File: src/rtl/fetch_stage_pkg.sv
// Shared pipeline definitions for the fetch and decode stages.
// Word width, PC step, NOP word and the IF/ID bundle.
package fetch_stage_pkg;

    localparam int WORD_W = 32;
    localparam logic [WORD_W-1:0] PC_STEP = 32'd4;
    localparam logic [WORD_W-1:0] NOP_INST = 32'h0000_0000;

    typedef struct packed {
        logic [WORD_W-1:0] pc;
        logic [WORD_W-1:0] inst;
        logic              valid;
    } if_id_t;

endpackage

File: src/rtl/fetch_stage_if.sv
// Fetch-stage bus: control inputs, imem port and IF/ID outputs.
// master = fetch stage, slave = its environment.
interface fetch_stage_if;
    import fetch_stage_pkg::*;

    logic              freeze;
    logic              branch_taken;
    logic [WORD_W-1:0] branch_addr;
    logic [WORD_W-1:0] inst_in;
    logic [WORD_W-1:0] pc_out;
    logic [WORD_W-1:0] if_id_pc;
    logic [WORD_W-1:0] if_id_inst;
    logic              if_id_valid;
    logic [WORD_W-1:0] fetch_count;

    modport master (
        input  freeze, branch_taken, branch_addr, inst_in,
        output pc_out, if_id_pc, if_id_inst, if_id_valid, fetch_count
    );

    modport slave (
        output freeze, branch_taken, branch_addr, inst_in,
        input  pc_out, if_id_pc, if_id_inst, if_id_valid, fetch_count
    );

endinterface

File: src/rtl/fetch_stage_if_id_reg.sv
// Generic IF/ID pipeline register with flush and freeze.
// Flush beats freeze; reset and flush load a bubble.
module if_id_reg
    import fetch_stage_pkg::*;
#(
    parameter logic [WORD_W-1:0] NOP = NOP_INST
) (
    input  logic   clk,
    input  logic   rst,
    input  logic   flush,
    input  logic   freeze,
    input  if_id_t d,
    output if_id_t q,
    output logic   load
);

    // A new entry is accepted only when nothing blocks the edge.
    assign load = !rst && !flush && !freeze;

    // Bubble on reset/flush, hold on freeze, otherwise capture.
    always_ff @(posedge clk) begin
        if (rst || flush) begin
            q.pc    <= '0;
            q.inst  <= NOP;
            q.valid <= 1'b0;
        end else if (!freeze) begin
            q <= d;
        end
    end

endmodule

File: src/rtl/fetch_stage.sv
// Instruction-fetch stage: PC register, next-PC mux,
// IF/ID register and accepted-instruction counter.
module fetch_stage #(
    parameter logic [31:0] RESET_PC = 32'h0000_0000,
    parameter logic [31:0] NOP_INST = 32'h0000_0000
) (
    input logic           clk,
    input logic           rst,
    fetch_stage_if.master bus
);
    import fetch_stage_pkg::*;

    logic [WORD_W-1:0] pc_q;
    logic [WORD_W-1:0] pc_next;
    logic [WORD_W-1:0] pc_d;
    logic [WORD_W-1:0] cnt_q;
    logic              load;
    if_id_t            ifid_d;
    if_id_t            ifid_q;

    assign pc_next = pc_q + PC_STEP;

    // Next-PC mux: redirect wins over stall.
    always_comb begin
        pc_d = pc_next;
        if (bus.branch_taken)
            pc_d = {bus.branch_addr[WORD_W-1:2], 2'b00};
        else if (bus.freeze)
            pc_d = pc_q;
    end

    // PC register.
    always_ff @(posedge clk) begin
        if (rst)
            pc_q <= RESET_PC;
        else
            pc_q <= pc_d;
    end

    assign ifid_d.pc    = pc_next;
    assign ifid_d.inst  = bus.inst_in;
    assign ifid_d.valid = 1'b1;

    if_id_reg #(
        .NOP (NOP_INST)
    ) u_if_id (
        .clk    (clk),
        .rst    (rst),
        .flush  (bus.branch_taken),
        .freeze (bus.freeze),
        .d      (ifid_d),
        .q      (ifid_q),
        .load   (load)
    );

    // Count instructions accepted into IF/ID.
    always_ff @(posedge clk) begin
        if (rst)
            cnt_q <= '0;
        else if (load)
            cnt_q <= cnt_q + 1'b1;
    end

    assign bus.pc_out      = pc_q;
    assign bus.if_id_pc    = ifid_q.pc;
    assign bus.if_id_inst  = ifid_q.inst;
    assign bus.if_id_valid = ifid_q.valid;
    assign bus.fetch_count = cnt_q;

endmodule

File: src/flat_wrapper.sv
// flat-port wrapper written by rule: the top's interface ports become plain ports
module fetch_stage_flat import fetch_stage_pkg::*;
#(
    parameter logic [31:0] RESET_PC = 32'h0000_0000,
    parameter logic [31:0] NOP_INST = 32'h0000_0000
)
  (clk, rst, bus_freeze, bus_branch_taken, bus_branch_addr, bus_inst_in, bus_pc_out, bus_if_id_pc, bus_if_id_inst, bus_if_id_valid, bus_fetch_count);
  fetch_stage_if bus_i ();
  input logic clk;
  input logic rst;
  input wire logic [$bits(bus_i.freeze)-1:0] bus_freeze;
  input wire logic [$bits(bus_i.branch_taken)-1:0] bus_branch_taken;
  input wire logic [$bits(bus_i.branch_addr)-1:0] bus_branch_addr;
  input wire logic [$bits(bus_i.inst_in)-1:0] bus_inst_in;
  output wire logic [$bits(bus_i.pc_out)-1:0] bus_pc_out;
  output wire logic [$bits(bus_i.if_id_pc)-1:0] bus_if_id_pc;
  output wire logic [$bits(bus_i.if_id_inst)-1:0] bus_if_id_inst;
  output wire logic [$bits(bus_i.if_id_valid)-1:0] bus_if_id_valid;
  output wire logic [$bits(bus_i.fetch_count)-1:0] bus_fetch_count;
  assign bus_i.freeze = bus_freeze;
  assign bus_i.branch_taken = bus_branch_taken;
  assign bus_i.branch_addr = bus_branch_addr;
  assign bus_i.inst_in = bus_inst_in;
  assign bus_pc_out = bus_i.pc_out;
  assign bus_if_id_pc = bus_i.if_id_pc;
  assign bus_if_id_inst = bus_i.if_id_inst;
  assign bus_if_id_valid = bus_i.if_id_valid;
  assign bus_fetch_count = bus_i.fetch_count;
  fetch_stage #(.RESET_PC(RESET_PC), .NOP_INST(NOP_INST)) u_core (.clk(clk), .rst(rst), .bus(bus_i));
endmodule
File: config.mk
export PLATFORM = sky130hd
export DESIGN_NAME = fetch_stage_flat
export DESIGN_NICKNAME = d
export VERILOG_FILES = /design/src/rtl/fetch_stage_pkg.sv /design/src/rtl/fetch_stage_if.sv /design/src/rtl/fetch_stage_if_id_reg.sv /design/src/rtl/fetch_stage.sv /design/src/flat_wrapper.sv
export SDC_FILE = /design/constraint.sdc
export NUM_CORES = 1
export LEC_CHECK = 0
export ABC_AREA = 1
export BUFFER_PORTS_ARGS = -buffer_cell sky130_fd_sc_hd__buf_2
export CAP_MARGIN = 30
export CORE_MARGIN = 5
export CORE_UTILIZATION = 37
export CTS_BUF_LIST = sky130_fd_sc_hd__clkbuf_16
export DETAILED_ROUTE_END_ITERATION = 6
export PLACE_DENSITY = 0.71
export SETUP_SLACK_MARGIN = 0.02
export SYNTH_ARGS = -nofsm -noshare
export SYNTH_HDL_FRONTEND = slang
export SYNTH_HIERARCHICAL = 1
export SYNTH_SLANG_ARGS = --single-unit
File: constraint.sdc
create_clock -name clk -period 1.9 [get_ports clk]
set_input_delay 0.285 -clock clk [delete_from_list [all_inputs] [get_ports clk]]
set_output_delay 0.285 -clock clk [all_outputs]
set_load 0.02 [all_outputs]
==> Word-level counts from Yosys, hierarchy flattened <==
Cells that the tools add are included.
{ "classes": {"mul": 0, "addsub": 2, "n_reduce_logical": 7, "shifts": 0, "n_lt_le_gt_ge": 0, "n_mux": 2, "n_eq_ne": 1, "div": 0, "n_bitwise": 0} }
{ "ops": {"columns": ["operator", "n"], "rows": [
  ["two-way mux 32 bit", 2],
  ["adder 32 x 1 -> 32 bit, second input constant", 1],
  ["adder 32 x 3 -> 32 bit, second input constant", 1],
  ["logical NOT 1 bit", 3],
  ["logical AND 1 bit", 2],
  ["!= test 2 x 1 -> 1 bit, second input constant", 1],
  ["OR reduction 2 bit", 1],
  ["logical OR 1 bit", 1]
]} }
{ "totals": {"reg_bits": 129, "memories": 0, "input_bits": 68, "output_inout_bits": 129, "word_cells": 18, "mem_bits_rw": 0, "latchBits": 0, "mem_bits_ro": 0} }

==> Logic depth before layout (Yosys ltp) <==
Gate-level depths: netlist (run 1).
{ "logic_depth": {"ltp_word": 3, "depth_mapped": 14, "mapped_depth_nobuf": 10} }

==> By module <==
The synthesis (run 1) kept the hierarchy.
{ "by_module_without_submodules": {"columns": ["mod", "cells_each", "seq_area_each_um2", "area_per_inst_um2", "n_inst"], "rows": [
  ["fetch_stage", 631, 1241.2, 3917.5, 1],
  ["if_id_reg", 414, 1301.2, 2677.6, 1]
]} }

==> Least setup slack after synthesis (run 1) <==
Ideal clock, no wire load.
{ "synth_timing": {"path_kind": "input -> register", "start": "in bus_freeze", "end": "reg u_core.cnt_q[29], in the netlist u_core/bus.fetch_count[29]", "path_slack_ns": 0.015, "n_path_buf": 4, "required_ns": 1.784, "setup_time_ns": 0.116, "t_arrival_ns": 1.770, "stages": 12, "cell_sequence": "buf_2 buf_6 buf_6 nor3_1 buf_4 nand2_1 nor2_2 nand2_2 nor2_1 nand3_1 o21ai_0 nor2_1"} }
{ "synth_via": {"elab_chain_len": 2} }
{ "synth_lines": {"columns": ["item", "line", "rtl"], "rows": [
  ["start: declaration", "flat_wrapper.sv:11", "input wire logic [$bits(bus_i.freeze)-1:0] bus_freeze;"],
  ["logical NOT 1 bit", null, null],
  ["logical AND 1 bit", "fetch_stage_if_id_reg.sv:18", "assign load = !rst && !flush && !freeze;"],
  ["via u_core.load", "fetch_stage.sv:17", "logic load;"],
  ["end signal: assignment", "fetch_stage.sv:61", "cnt_q <= cnt_q + 1'b1;"],
  ["end: declaration", "fetch_stage.sv:16", "logic [WORD_W-1:0] cnt_q;"]
]} }
The timed path passes the listed nets, and every way through them passes these cells.
A chain may end at the register's enable or synchronous reset.

==> Worst setup path after layout (run 1) <==
{ "layout_timing": {"start": "reg u_core.pc_q[3], in the netlist u_core/bus.pc_out[3]", "end": "reg u_core.pc_q[22], in the netlist u_core/bus.pc_out[22]"} }
{ "layout_via": {"elab_chain_len": 3} }
{ "layout_lines": {"columns": ["item", "line", "rtl"], "rows": [
  ["start: declaration", "fetch_stage.sv:13", "logic [WORD_W-1:0] pc_q;"],
  ["start signal: assignment", "fetch_stage.sv:37", "pc_q <= pc_d;"],
  ["adder 32 x 3 -> 32 bit", "fetch_stage.sv:21", "assign pc_next = pc_q + PC_STEP;"],
  ["via u_core.pc_next[22]", "fetch_stage.sv:14", "logic [WORD_W-1:0] pc_next;"],
  ["two-way mux 32 bit", "fetch_stage.sv:28", "else if (bus.freeze)"],
  ["two-way mux 32 bit", "fetch_stage.sv:26", "if (bus.branch_taken)"]
]} }
The timed path passes the listed nets, and every way through them passes these cells. The select of a mux whose other input is x is not followed.

==> qor.yml, run 1 <==
clocking:
  cts.clk_slew.worst_paths_ps: 60
  cts_sinks: 127
  numCtsBuffers: 17
  postCtsSetupRepairBufs: 0
  cts_resized: 0
  h-tree-depth: 4
  clock_latency_ps: 420
  clockRootBuffer: "clkbuf_16"
  postCtsHoldBufs: 0
  cts_tree: "built"
  clockBufferDepth: 2
synthesis:
  synth_compound_area_share_pct: 6.91
  synth_top_area_share_pct: 38.6
  synth-async-reset-ratio_pct: 0
  synthMuxAreaShare_pct: 0
  synth_area_leaders: "dfxtp_1, nand2_1, nor2_1"
  synth_xor_area_share_pct: 3.34
  syn_area_mm2: 0.00660
  synth.distinct_cells: 34
  syn_avg_cell_area_um2: 6.31
  yosysWarnings: 6
  synth_seq_cells: 127
  synth_cells: 1045
  ys_dominant_reg_cell: "dfxtp_1"
  synth_edf_count: 0
  synth_top_family_by_area: "simple AND/OR/NAND/NOR gates"
  yosysTopAreaCell: "dfxtp_1"
  synth-adder-area-share_pct: 0.379
  yosys.area_share.simple_pct: 38.8
  ys_seq_area_share_pct: 38.6
power:
  p_total_uw: 6800
  power.density_mw_per_mm2: 815
  peakVddDrop_v: 0.000629
  p_leak_uw: 0.00406
routing:
  wl_mm: 19.4
  wl_per_cell_um: 13.2
  drt_first_pass_iters: 5
  antenna_left: 0
  drc: 0
  post_drt_via_cell_ratio: 4.56
  dr_total_vias: 6704
  drt_iter0_drc: 335
timing:
  rsz0062_at_grt: "false"
  worst_slack_ps: 220
  drv_slew: 0
  fin_tns_setup_ps: 0
  fmax_ghz: 0.595
  period_share_pct: 88.4
  fin_worst_skew_ps: 7.29
  slew_headroom_pct: 64.1
  worst_slew_pin_slew_ps: 538
  hold_viol: 0
  finalSetupViolations: 0
  fin_crit_ps: 1680
grt:
  antenna_found_initial: 2
  grt_pass1_vias: 6168
  grt_overflow_total: 0
  grt_max_degree: 100
  track_usage_pct: 18.8
  grt_pass1_wl_mm: 30.8
floorplanning:
  dieWidth_um: 144
  fp.dieH_um: 144
  fp-row-count: 48
  coreArea_mm2: 0.0174
  io_pins: 197
  start_util_pct: 37.9
  floorplan.die_area_mm2: 0.0206
finish:
  n_antenna_cell: 0
  synthToLayoutAreaGrowth_pct: 26.5
  drive_gt1_share_pct: 21.7
  num-nets-final: 1302
place:
  post-place-ws_ps: 15.7
  port_buffers: 192
  gp_congestion: 0.909
  place_hpwl_mm: 14.5
critical_path:
  crit_arrival_ps: 2020
  critPathLaunchType: "register"
  cp-end-kind: "register"
  crit_type: "register to register"
  cp_data_required_time_ps: 2240
  cp_max_fo: 5
outcome:
  status: "completed"
flow_run:
  maxCapViolCount: 0
worst_hold_path:
  hold_class: "primary input to register"
==> per-layer routing <==
metal	global-route usage (%)	vias to the layer above	wire, um	share of wire [%]
met1	24.0	2934	8540	44
met5	0	-	27	0.14
met2	30.4	221	8850	46
met3	5.19	37	1570	8.1
li1	-	3508	-	-
met4	7.28	4	440	2.3
==> worst paths after layout <==
kind,from,to,slack (ps),depth (start not counted)
max reg2reg,u_core/bus.pc_out[3]$_SDFFE_PP0P_,u_core/bus.pc_out[22]$_SDFFE_PP0P_,220,9
max,u_core/bus.pc_out[3]$_SDFFE_PP0P_,u_core/bus.pc_out[22]$_SDFFE_PP0P_,220,9
min,bus_inst_in[8],u_core/u_if_id/q[9]$_SDFFE_PP0N_,80,3
min reg2reg,u_core/bus.fetch_count[8]$_SDFFE_PP0P_,u_core/bus.fetch_count[8]$_SDFFE_PP0P_,460,2
==> critical path, cell delays in order, from the launching register on <==
cell and delay (ps):
dfxtp_1 380, ha_1 210, nand2_2 80, nor2_4 180, nand2_4 120, nor2_4 230, nand3_1 110, nand2_1 110
nand2_1 60, a21oi_1 130
==> layout by cell type, fill, tap and decap left out, drive strengths merged, types with 2 or more instances in the layout <==
cell type | Yosys | routed
nand2 | 340 | 340
nor2 | 229 | 229
buf | 30 | 206
inv | 146 | 148
dfxtp | 127 | 127
a21oi | 37 | 37
nand3 | 33 | 33
o21ai | 29 | 29
clkbuf | 11 | 17
xor2 | 14 | 14
clkinv | 0 | 10
nor3 | 9 | 9
a31oi | 8 | 8
nand4 | 7 | 7
xnor2 | 6 | 6
a22o | 6 | 6
conb | 2 | 5
and2 | 3 | 3
bufinv | 0 | 2
nor3b | 2 | 2
o21a | 2 | 2
ha | 2 | 2
==> where the power goes <==
part           switching [uW]  internal, uW  total [uW]
clock network            1270          1920        3200
logic                     494           273         767
registers                80.3          2760        2840
==> per-stage QoR <==
stage | instances | hold slack, ps | utilization (%) | area (um^2)
floorplan | 1048 | 414 | - | 6610
global placement | 1438 | 447 | 44.6 | 7770
detailed placement | 1438 | 452 | 44.6 | 7770
CTS | 1470 | 64.2 | 47.9 | 8340
global route | 1470 | 62.3 | 47.9 | 8340
finish | 1470 | 78.7 | 47.9 | 8340
==> logic make-up (layout without fill, tap and decap cells) <==
kind of cell	count (synthesis)	count (layout)
AND/OR/NAND/NOR	625	625
buffers and inverters	187	384
flip-flops	127	127
AO/OA/AOI/OAI	82	82
XOR/XNOR	20	20
adder cells (fa/ha/maj)	2	2
other	2	5
==> registers in the layout, indices dropped and copies added, names as in the netlist <==
name and count:
u_core/bus.pc_out 30, u_core/bus.fetch_count 32, u_core/u_if_id/q 65
==> cell type report <==
class | instances | area, um^2
Clock buffer | 17 | 425
Sequential cell | 127 | 2540
Multi-Input combinational cell | 734 | 3290
Fill cell | 1837 | 9070
Tap cell | 225 | 282
Inverter | 146 | 548
Clock inverter | 15 | 148
Timing Repair Buffer | 206 | 1110
==> cell usage after synthesis (all sizes together) (3+ instances only) <==
library cell  count
nand3            33
a31oi             8
and2              3
clkbuf           11
buf              30
inv             146
nor3              9
xnor2             6
a22o              6
nand4             7
nor2            229
o21ai            29
dfxtp           127
xor2             14
nand2           340
a21oi            37
Note: power is estimated with default switching activity, not from simulation.
==> run 2, diff against run 1 <==
ABC_CLOCK_PERIOD_IN_PS = 1900   (was not set)
CELL_PAD_IN_SITES_DETAIL_PLACEMENT = 0   (was not set)
CELL_PAD_IN_SITES_GLOBAL_PLACEMENT = 1   (was not set)
CORE_UTILIZATION = 32   (was 37)
MAX_ROUTING_LAYER = met4   (was not set)
PLACE_DENSITY = 0.85   (was 0.71)
==> qor.yml, run 2 (synthesis results as in run 1) <==
timing:
  hold_viol: 0  # unchanged
  drv_slew: 0  # unchanged
  rsz0062_at_grt: "false"  # unchanged
  fin_tns_setup_ps: 0  # unchanged
  fin_worst_skew_ps: 7.98  # was 7.29 ps
  period_share_pct: 89.6  # was 88.4%
  slew_headroom_pct: 65.0  # was 64.1%
  fin_crit_ps: 1700  # was 1680 ps
  fmax_ghz: 0.587  # was 0.595 GHz
  finalSetupViolations: 0  # unchanged
  worst_slew_pin_slew_ps: 524  # was 538 ps
power:
  peakVddDrop_v: 0.000513  # was 0.000629 V
  power.clock.fraction_pct: 50.2  # was 47.0%
  internal-power_uw: 5390  # was 4950 uW
  pwr-share-seq_pct: 39.0  # was 41.7%
  p_sw_uw: 1880  # was 1850 uW
  switching_share_pct: 25.9  # was 27.2%
  power.density_mw_per_mm2: 849  # was 815 mW/mm^2
  p_leak_uw: 0.00413  # was 0.00406 uW
  combPwrFrac_pct: 10.8  # was 11.3%
floorplanning:
  fp.dieH_um: 154  # was 144 um
  fp-row-count: 52  # was 48
  start_util_pct: 32.6  # was 37.9%
  coreArea_mm2: 0.0202  # was 0.0174 mm^2
  dieWidth_um: 154  # was 144 um
  io_pins: 197  # unchanged
  floorplan.die_area_mm2: 0.0236  # was 0.0206 mm^2
critical_path:
  cp_data_required_time_ps: 2200  # was 2240 ps
  cp_slowest_cell: "dfxtp_1"  # unchanged
  cp_cell_sequence: "ha_1 > nand2_2 > nor2_4 > nand2_4 > nor2_4 > nand2_1 > nand2_1 > nand2_1 > nor2_1 > nor2_1"  # was ha_1 > nand2_2 > nor2_4 > nand2_4 > nor2_4 > nand3_1 > nand2_1 > nand2_1 > a21oi_1
  critPathLaunchType: "register"  # unchanged
  ff2ff_path_depth: 10  # was 9
  crit_type: "register to register"  # unchanged
  cp_max_fo: 5  # unchanged
  cp-end-kind: "register"  # unchanged
  cp_common_cell: "nand2_1"
  crit_arrival_ps: 2010  # was 2020 ps
  max_stage_delay_ps: 380  # about the same
finish:
  largest_reg_flops: 65  # unchanged
  synthToLayoutAreaGrowth_pct: 29.8  # was 26.5%
  fin_area_mm2: 0.00856  # was 0.00834 mm^2
  drive_gt1_share_pct: 22.3  # was 21.7%
  num-nets-final: 1311  # was 1302
  mostFrequentLayoutCells: "nand2_1, nor2_1, buf_2"  # unchanged
  final_common_cell: "nand2_1"  # unchanged
  top_register: "u_core/u_if_id/q"  # unchanged
clocking:
  cts_resized: 0  # unchanged
  clock_latency_ps: 410  # was 420 ps
  cts_tree: "built"  # unchanged
  clockBufferDepth: 2  # unchanged
  clockRootBuffer: "clkbuf_16"  # unchanged
  numCtsBuffers: 17  # unchanged
  h-tree-depth: 4  # unchanged
  cts.clk_slew.worst_paths_ps: 60  # about the same
  postCtsHoldBufs: 0  # unchanged
  postCtsSetupRepairBufs: 0  # unchanged
  cts_sinks: 127  # unchanged
grt:
  antenna_found_initial: 4  # was 2
  grt_pass1_wl_mm: 32.5  # was 30.8 mm
  grt_pass1_vias: 6222  # was 6168
  grt_max_degree: 113  # was 100
  grt_overflow_total: 0  # unchanged
  track_usage_pct: 17.5  # was 18.8%
routing:
  wl_per_cell_um: 13.3  # was 13.2 um
  drt_iter0_drc: 292  # was 335
  drt_first_pass_iters: 5  # unchanged
  wl_mm: 20.3  # was 19.4 mm
  post_drt_via_cell_ratio: 4.38  # was 4.56
  antenna_left: 0  # unchanged
  dr_total_vias: 6696  # was 6704
  drc: 0  # unchanged
place:
  port_buffers: 192  # unchanged
  place_hpwl_mm: 15.2  # was 14.5 mm
  gp_congestion: 0.867  # was 0.909
  place_area_mm2: 0.00790  # was 0.00777 mm^2
flow_run:
  maxCapViolCount: 0  # unchanged
worst_hold_path:
  hold_depth: 3  # unchanged
  hold_class: "primary input to register"  # unchanged
outcome:
  status: "completed"  # unchanged
-- run 2: cell type report --
| type | count | area (um^2) |
|---|---|---|
| flip-flops and latches | 127 | 2540 |
| diodes | 4 | 10.0 |
| well taps | 270 | 338 |
| repair buffers | 215 | 1170 |
| clock buffers | 17 | 425 |
| multi-input cells | 734 | 3290 |
| clock inverters | 15 | 230 |
| inverters | 146 | 548 |
| fillers | 2146 | 11700 |
-- run 2: final timing paths --
kind | from | endpoint | slack (ps)
setup / recovery | u_core/bus.pc_out[3]$_SDFFE_PP0P_ | u_core/u_if_id/q[55]$_SDFFE_PP0N_ | 200
hold reg to reg | u_core/bus.fetch_count[8]$_SDFFE_PP0P_ | u_core/bus.fetch_count[8]$_SDFFE_PP0P_ | 460
setup reg to reg | u_core/bus.pc_out[3]$_SDFFE_PP0P_ | u_core/u_if_id/q[55]$_SDFFE_PP0N_ | 200
hold / removal | bus_inst_in[23] | u_core/u_if_id/q[24]$_SDFFE_PP0N_ | 90
-- run 2: metrics by stage --
stage | instances | util (%) | hold WS (ps) | setup slack (ps) | power, uW
finish | 1528 | 42.3 | 86.6 | 198 | 7270
global route | 1528 | 42.3 | 73.3 | 65.6 | 7600
CTS | 1524 | 42.3 | 64.1 | 218 | 7380
detailed placement | 1492 | 39.0 | 453 | 130 | 3690
global placement | 1492 | 39.0 | 449 | 141 | 3680
floorplan | 1048 | - | 414 | 21.1 | 3390
-- run 2: critical path: cells and delay by family (launching register included) --
kind | cells | cell delay (ps)
AND/OR/NAND/NOR | 9 | 1010
adder cells (fa/ha/maj) | 1 | 210
flip-flops | 1 | 380
-- run 2: power groups by stage --
stage	clock (uW)	sequential, uW	combinational [uW]
after global placement	0	2890	783
after global routing	3870	2850	876
after floorplan	0	3010	381
after CTS	3750	2840	792
final	3650	2840	784
after detailed placement	0	2900	789
-- run 2: layer usage --
layer  track usage (%)  up-vias  routed length, um
met4              5.42        0                329
li1                  -     3532                  -
met2              27.6      212               9270
met5                 -        -                  0
met3              4.30       23               1370
met1              22.2     2929               9310
